File: src/rtl/sprite_pkg.sv
// Shared types, keycodes, screen defaults and the pixel-span helper for the
// multi-sprite engine.
package sprite_pkg;

  typedef logic [9:0]         coord_t;
  typedef logic signed [9:0]  vel_t;
  typedef logic signed [10:0] span_t;

  localparam logic [7:0] KEY_W = 8'h1A;
  localparam logic [7:0] KEY_S = 8'h16;
  localparam logic [7:0] KEY_A = 8'h04;
  localparam logic [7:0] KEY_D = 8'h07;

  localparam int DEF_X_MIN = 0;
  localparam int DEF_X_MAX = 639;
  localparam int DEF_Y_MIN = 0;
  localparam int DEF_Y_MAX = 479;

  typedef enum logic [1:0] {IDLE, UPDATE, DONE} state_t;

  typedef struct packed {
    coord_t x;
    coord_t y;
    vel_t   vx;
    vel_t   vy;
  } sprite_t;

  // True when pix lies within +/-half of centre; the 11-bit signed difference
  // keeps pixels near column 0 from wrapping into a false hit.
  function automatic logic in_span(coord_t pix, coord_t centre, span_t half);
    span_t diff;
    diff = span_t'({1'b0, pix}) - span_t'({1'b0, centre});
    return (diff <= half) && (diff >= -half);
  endfunction

endpackage

File: src/rtl/sprite_step.sv
// One frame of motion for a single sprite: edge bounce per axis, optional
// keyboard steering, then position advance by the new velocity.
module sprite_step
  import sprite_pkg::*;
#(
  parameter int SIZE  = 4,
  parameter int STEP  = 1,
  parameter int X_MIN = DEF_X_MIN,
  parameter int X_MAX = DEF_X_MAX,
  parameter int Y_MIN = DEF_Y_MIN,
  parameter int Y_MAX = DEF_Y_MAX
) (
  input  logic [9:0]        x,
  input  logic [9:0]        y,
  input  logic signed [9:0] vx,
  input  logic signed [9:0] vy,
  input  logic [7:0]        keycode,
  input  logic              steer_en,
  output logic [9:0]        next_x,
  output logic [9:0]        next_y,
  output logic signed [9:0] next_vx,
  output logic signed [9:0] next_vy
);

  localparam coord_t X_HI   = coord_t'(X_MAX - SIZE);
  localparam coord_t X_LO   = coord_t'(X_MIN + SIZE);
  localparam coord_t Y_HI   = coord_t'(Y_MAX - SIZE);
  localparam coord_t Y_LO   = coord_t'(Y_MIN + SIZE);
  localparam vel_t   V_POS  = vel_t'(STEP);
  localparam vel_t   V_NEG  = vel_t'(-STEP);
  localparam vel_t   V_ZERO = '0;

  logic x_hi, x_lo, y_hi, y_lo;

  assign x_hi = (x >= X_HI);
  assign x_lo = (x <= X_LO);
  assign y_hi = (y >= Y_HI);
  assign y_lo = (y <= Y_LO);

  always_comb begin
    // NOTE: every output is given a default before any branch so no latch is inferred.
    next_vx = vx;
    next_vy = vy;

    // Steering only applies while the sprite is clear of every bound.
    if (steer_en && !(x_hi || x_lo) && !(y_hi || y_lo)) begin
      case (keycode)
        KEY_W:   begin next_vx = V_ZERO; next_vy = V_NEG;  end
        KEY_S:   begin next_vx = V_ZERO; next_vy = V_POS;  end
        KEY_A:   begin next_vx = V_NEG;  next_vy = V_ZERO; end
        KEY_D:   begin next_vx = V_POS;  next_vy = V_ZERO; end
        default: ;
      endcase
    end

    if (y_hi)      next_vy = V_NEG;
    else if (y_lo) next_vy = V_POS;

    if (x_hi)      next_vx = V_NEG;
    else if (x_lo) next_vx = V_POS;

    next_x = x + coord_t'(next_vx);
    next_y = y + coord_t'(next_vy);
  end

endmodule

File: src/rtl/multi_sprite_engine.sv
// N bouncing square sprites updated one per clock after each frame strobe,
// with sprite 0 steerable and a registered pixel hit-test for the colour mapper.
module multi_sprite_engine
  import sprite_pkg::*;
#(
  parameter int N_SPRITES = 4,
  parameter int SIZE      = 4,
  parameter int STEP      = 1,
  parameter int X_MIN     = DEF_X_MIN,
  parameter int X_MAX     = DEF_X_MAX,
  parameter int Y_MIN     = DEF_Y_MIN,
  parameter int Y_MAX     = DEF_Y_MAX,
  parameter int X_START   = 64,
  parameter int X_SPACING = 128,
  parameter int Y_START   = 240
) (
  input  logic       clk,
  input  logic       reset,
  input  logic       frame_clk,
  input  logic [7:0] keycode,
  input  logic [9:0] vga_x,
  input  logic [9:0] vga_y,
  output logic       is_sprite,
  output logic [3:0] sprite_idx,
  output logic       busy,
  output logic       update_done
);

  localparam span_t      HALF     = span_t'(SIZE);
  localparam logic [3:0] LAST_IDX = 4'(N_SPRITES - 1);

  function automatic sprite_t reset_sprite(int i);
    sprite_t s;
    s.x  = coord_t'(X_START + i * X_SPACING);
    s.y  = coord_t'(Y_START);
    s.vx = (i % 2 == 0) ? vel_t'(STEP) : vel_t'(-STEP);
    s.vy = vel_t'(STEP);
    return s;
  endfunction

  sprite_t    sprites [N_SPRITES];
  sprite_t    cur;
  sprite_t    nxt;
  state_t     state;
  logic [3:0] idx;
  logic       pending;
  logic       f1, f2, f3;
  logic       tick;
  logic       steer_en;
  coord_t     step_x, step_y;
  vel_t       step_vx, step_vy;
  logic       hit;
  logic [3:0] hit_idx;

  always_ff @(posedge clk) begin
    // NOTE: registers use non-blocking assignments so every flop samples pre-edge values.
    if (reset) begin
      f1 <= 1'b0;
      f2 <= 1'b0;
      f3 <= 1'b0;
    end else begin
      f1 <= frame_clk;
      f2 <= f1;
      f3 <= f2;
    end
  end

  assign tick = f2 & ~f3;

  always_comb begin
    cur = sprites[0];
    for (int i = 1; i < N_SPRITES; i++) begin
      if (idx == 4'(i)) cur = sprites[i];
    end
  end

  assign steer_en = (idx == 4'd0);

  sprite_step #(
    .SIZE  (SIZE),
    .STEP  (STEP),
    .X_MIN (X_MIN),
    .X_MAX (X_MAX),
    .Y_MIN (Y_MIN),
    .Y_MAX (Y_MAX)
  ) u_step (
    .x        (cur.x),
    .y        (cur.y),
    .vx       (cur.vx),
    .vy       (cur.vy),
    .keycode  (keycode),
    .steer_en (steer_en),
    .next_x   (step_x),
    .next_y   (step_y),
    .next_vx  (step_vx),
    .next_vy  (step_vy)
  );

  assign nxt = '{x: step_x, y: step_y, vx: step_vx, vy: step_vy};

  always_ff @(posedge clk) begin
    if (reset) begin
      state       <= IDLE;
      idx         <= '0;
      pending     <= 1'b0;
      busy        <= 1'b0;
      update_done <= 1'b0;
      // NOTE: the sprite table is reset as a whole because every entry has a defined start state.
      for (int i = 0; i < N_SPRITES; i++) sprites[i] <= reset_sprite(i);
    end else begin
      update_done <= 1'b0;
      case (state)
        IDLE: begin
          if (tick || pending) begin
            state   <= UPDATE;
            idx     <= '0;
            pending <= 1'b0;
            busy    <= 1'b1;
          end
        end
        UPDATE: begin
          for (int i = 0; i < N_SPRITES; i++) begin
            if (idx == 4'(i)) sprites[i] <= nxt;
          end
          // A tick during a pass buys exactly one more pass.
          if (tick) pending <= 1'b1;
          if (idx == LAST_IDX) begin
            state       <= DONE;
            update_done <= 1'b1;
          end else begin
            idx <= idx + 4'd1;
          end
        end
        DONE: begin
          state <= IDLE;
          busy  <= 1'b0;
          if (tick) pending <= 1'b1;
        end
        default: begin
          state <= IDLE;
          busy  <= 1'b0;
        end
      endcase
    end
  end

  // Scan from the top index down so the lowest-index sprite wins.
  always_comb begin
    hit     = 1'b0;
    hit_idx = '0;
    for (int i = N_SPRITES - 1; i >= 0; i--) begin
      if (in_span(vga_x, sprites[i].x, HALF) && in_span(vga_y, sprites[i].y, HALF)) begin
        hit     = 1'b1;
        hit_idx = 4'(i);
      end
    end
  end

  always_ff @(posedge clk) begin
    if (reset) begin
      is_sprite  <= 1'b0;
      sprite_idx <= '0;
    end else begin
      is_sprite  <= hit;
      sprite_idx <= hit_idx;
    end
  end

endmodule

File: config.mk
export PLATFORM = sky130hd
export DESIGN_NAME = multi_sprite_engine
export DESIGN_NICKNAME = d
export VERILOG_FILES = /design/src/rtl/sprite_pkg.sv /design/src/rtl/sprite_step.sv /design/src/rtl/multi_sprite_engine.sv
export SDC_FILE = /design/constraint.sdc
export NUM_CORES = 1
export LEC_CHECK = 0
export ABC_AREA = 1
export BUFFER_PORTS_ARGS = -buffer_cell sky130_fd_sc_hd__buf_4
export CORE_ASPECT_RATIO = 2
export CORE_MARGIN = 4
export CORE_UTILIZATION = 45
export CTS_CLUSTER_SIZE = 30
export DETAILED_ROUTE_END_ITERATION = 10
export SLEW_MARGIN = 0
export SYNTH_ARGS = -nofsm -noshare
export SYNTH_HDL_FRONTEND = slang
export SYNTH_SLANG_ARGS = --single-unit
File: constraint.sdc
create_clock -name clk -period 10.1 [get_ports clk]
set_input_delay 0 -clock clk [delete_from_list [all_inputs] [get_ports clk]]
set_output_delay 0 -clock clk [all_outputs]
set_load 0.02 [all_outputs]
==> out/qor.yml <==
run_status:
  status: "finished, final reports clean"
sta:
  hold_ws_ps: 213
  rsz0062_at_grt: "no"
  tns_ps: 0
  hold_viol: 0
  drv_slew: 0
  slew_headroom: 0.271
  timing.fmax_mhz: 157
  worstMarginPinSlew_ps: 1090
  setup_viol: 0
  finalCriticalPeriod_ps: 6370
  fin_skew_ps: 11.8
  post-route-period-util: 0.631
worst_hold_path:
  hold_depth: 7
  hold_path_class: "in2reg"
  min_from: "vga_x[9]"
power_and_ir_drop:
  leakagePower_nw: 6.39
  vdd_drop_max_uv: 140
  p_per_area_nw_per_um2: 171
finish:
  finish.utilization: 0.500
  n_antenna_cell: 0
  nFillCells: 2857
  drive_gt1_frac: 0.0808
  regArea_um2: 5100
  multi_input_area_um2: 6710
  syn_to_final_growth_pct: 9.75
  final_area_um2: 14200
  num-nets-final: 1815
yosys:
  synthTopCellsByCount: "nand2_1, nor2_1, inv_1"
  async_flop_share: 0
  synth-seq-cells: 175
  syn_inst: 1642
  yosysUniqueCellTypes: 51
  yosys-top-cells-area: "edfxtp_1, nand2_1, ha_1, nor2_1, inv_1"
  synth_top_cell_area_share: 0.372
  yosys_warnings: 0
  post-synth-top-count-cell: "nand2_1"
  synth_area_um2: 12900
  synth-edff-count: 160
  seq_area_frac_synth: 0.396
  synth_top_area_cell: "edfxtp_1"
  avgSynthCellArea_um2: 7.86
  synth-main-ff-cell: "edfxtp_1"
clocking:
  root_buffer: "clkbuf_16"
  clockBufferDepth: 2
  htreeDepth: 4
  cts_buffers: 17
  clock_sinks: 175
  clkLatencyLatePin_ps: 450
  cts_resized: 0
  clkTransAtPathRegs_ps: 70
  cts_tree: "done"
setup_path:
  r2r_cells: 33
  regToRegStartpoint: "idx[2]"
  cp.arrival_ps: 6530
  start_kind: "register"
  cp-startpoint: "idx[2]"
  endpoint_kind: "register"
  slowest_stage: "nor2_4"
  reg2reg_slack_ps: 3730
  critPathMaxFanout: 25
  worstSetupPathType: "reg2reg"
  crit_path_frequent_cell: "nand2_1"
  worstPathRequired_ps: 10260
  critical_path.max_stage_delay_ps: 570
global_route:
  grt_pass1_wl_mm: 58.5
  overflow: 0
  grt_use_total: 0.239
  antenna_found_initial: 0
  grt_max_degree: 61
  grt_pass1_vias: 11408
die:
  start_util: 0.456
  rows: 87
  core_um2: 28300
  dieArea_um2: 31600
  die_y_um: 247
  io_pins: 38
  dieWidth_um: 128
place:
  gp_congestion: 0.953
  dpl_cell_area_um2: 13500
  port_buffers: 35
  dp_hpwl_mm: 28.2
detailed_routing:
  drc: 0
  dr.pass1.iters: 5
  routed_via_density: 5.36
  drt_iter0_markers: 470
  vias: 10937
  wl_mm: 36.6
  drtAntennaViolNets: 0
  wl_per_cell_um: 18.0
flow_run:
  cap_violations: 0
==> worst max-delay path, delay by kind of cell (launching register included) <==
| kind | cells | cell delay [ps] |
|---|---|---|
| fa+ha+maj | 1 | 350 |
| buf+inv | 5 | 1090 |
| flops | 1 | 370 |
| simple gates | 22 | 3240 |
| compound gates | 5 | 970 |
==> metal layers <==
| layer | GRT usage | routed length (um) |
|---|---|---|
| met5 | 0 | 0 |
| met4 | 0.126 | 1790 |
| met3 | 0.0280 | 1060 |
| met2 | 0.468 | 20300 |
| met1 | 0.242 | 13400 |
==> through the flow <==
stage	setup slack, ps	total power [mW]	std cells
2_1_floorplan	5610	1.54	1643
3_3_place_gp	3830	1.76	2004
3_5_place_dp	3810	1.77	2004
4_1_cts	3770	2.43	2039
5_1_grt	3150	2.58	2039
6_report	3730	2.42	2039
==> cell type report <==
class | instances | area share
clock buffers | 17 | 0.0300
clock inverters | 15 | 0.0112
inverters | 245 | 0.0649
multi-input cells | 1179 | 0.474
flip-flops and latches | 175 | 0.360
well taps | 356 | 0.0315
repair buffers | 52 | 0.0281
==> sequential cells by signal (all words and copies together), names as in the netlist <==
signal / count
sprites: 160
update_done: 1
is_sprite: 1
sprite_idx: 2
pending: 1
f3: 1
idx: 4
f2: 1
f1: 1
state: 2
busy: 1
==> layout by cell type (no fill, tap or decap), types with 16 or more instances in the layout <==
cell type / instances
nand2_1: 359
nor2_1: 255
inv_1: 221
edfxtp_1: 160
ha_1: 104
a21oi_1: 91
nand3_1: 71
o21ai_0: 53
buf_4: 49
xnor2_1: 41
xor2_1: 34
inv_2: 22
nand4_1: 22
nor3_1: 17
clkbuf_16: 17
a31oi_1: 16
==> where the power goes <==
group          total (mW)  leakage, nW  switching (mW)  internal, mW
Sequential          0.858         1.61          0.0188         0.839
Clock               0.663        0.271           0.296         0.366
Combinational       0.902         4.51           0.605         0.297
Total                2.42         6.39           0.920          1.50
==> cell families after synthesis <==
| logic type | share of synthesized area |
|---|---|
| compound gates | 0.107 |
| xor+xnor | 0.0509 |
| fa+ha+maj | 0.116 |
| buf+inv | 0.0874 |
| flops | 0.396 |
| other cells | 0.000291 |
| simple gates | 0.243 |
==> repair_timing <==
item | 4_1_cts | 5_1_grt
buffers inserted | 0 | 0
hold buffers | 3 | 0
endpoints found under the hold margin | 7 | 0
endpoints found under the setup margin | 0 | 0
==> final timing paths <==
| kind | end |
|---|---|
| worst max-delay path | sprites[1][39] |
| worst min-delay path | sprite_idx[0] |
| worst max register to register | sprites[1][39] |
| worst min register to register | f2 |
Power figures use the tool's default switching activity.
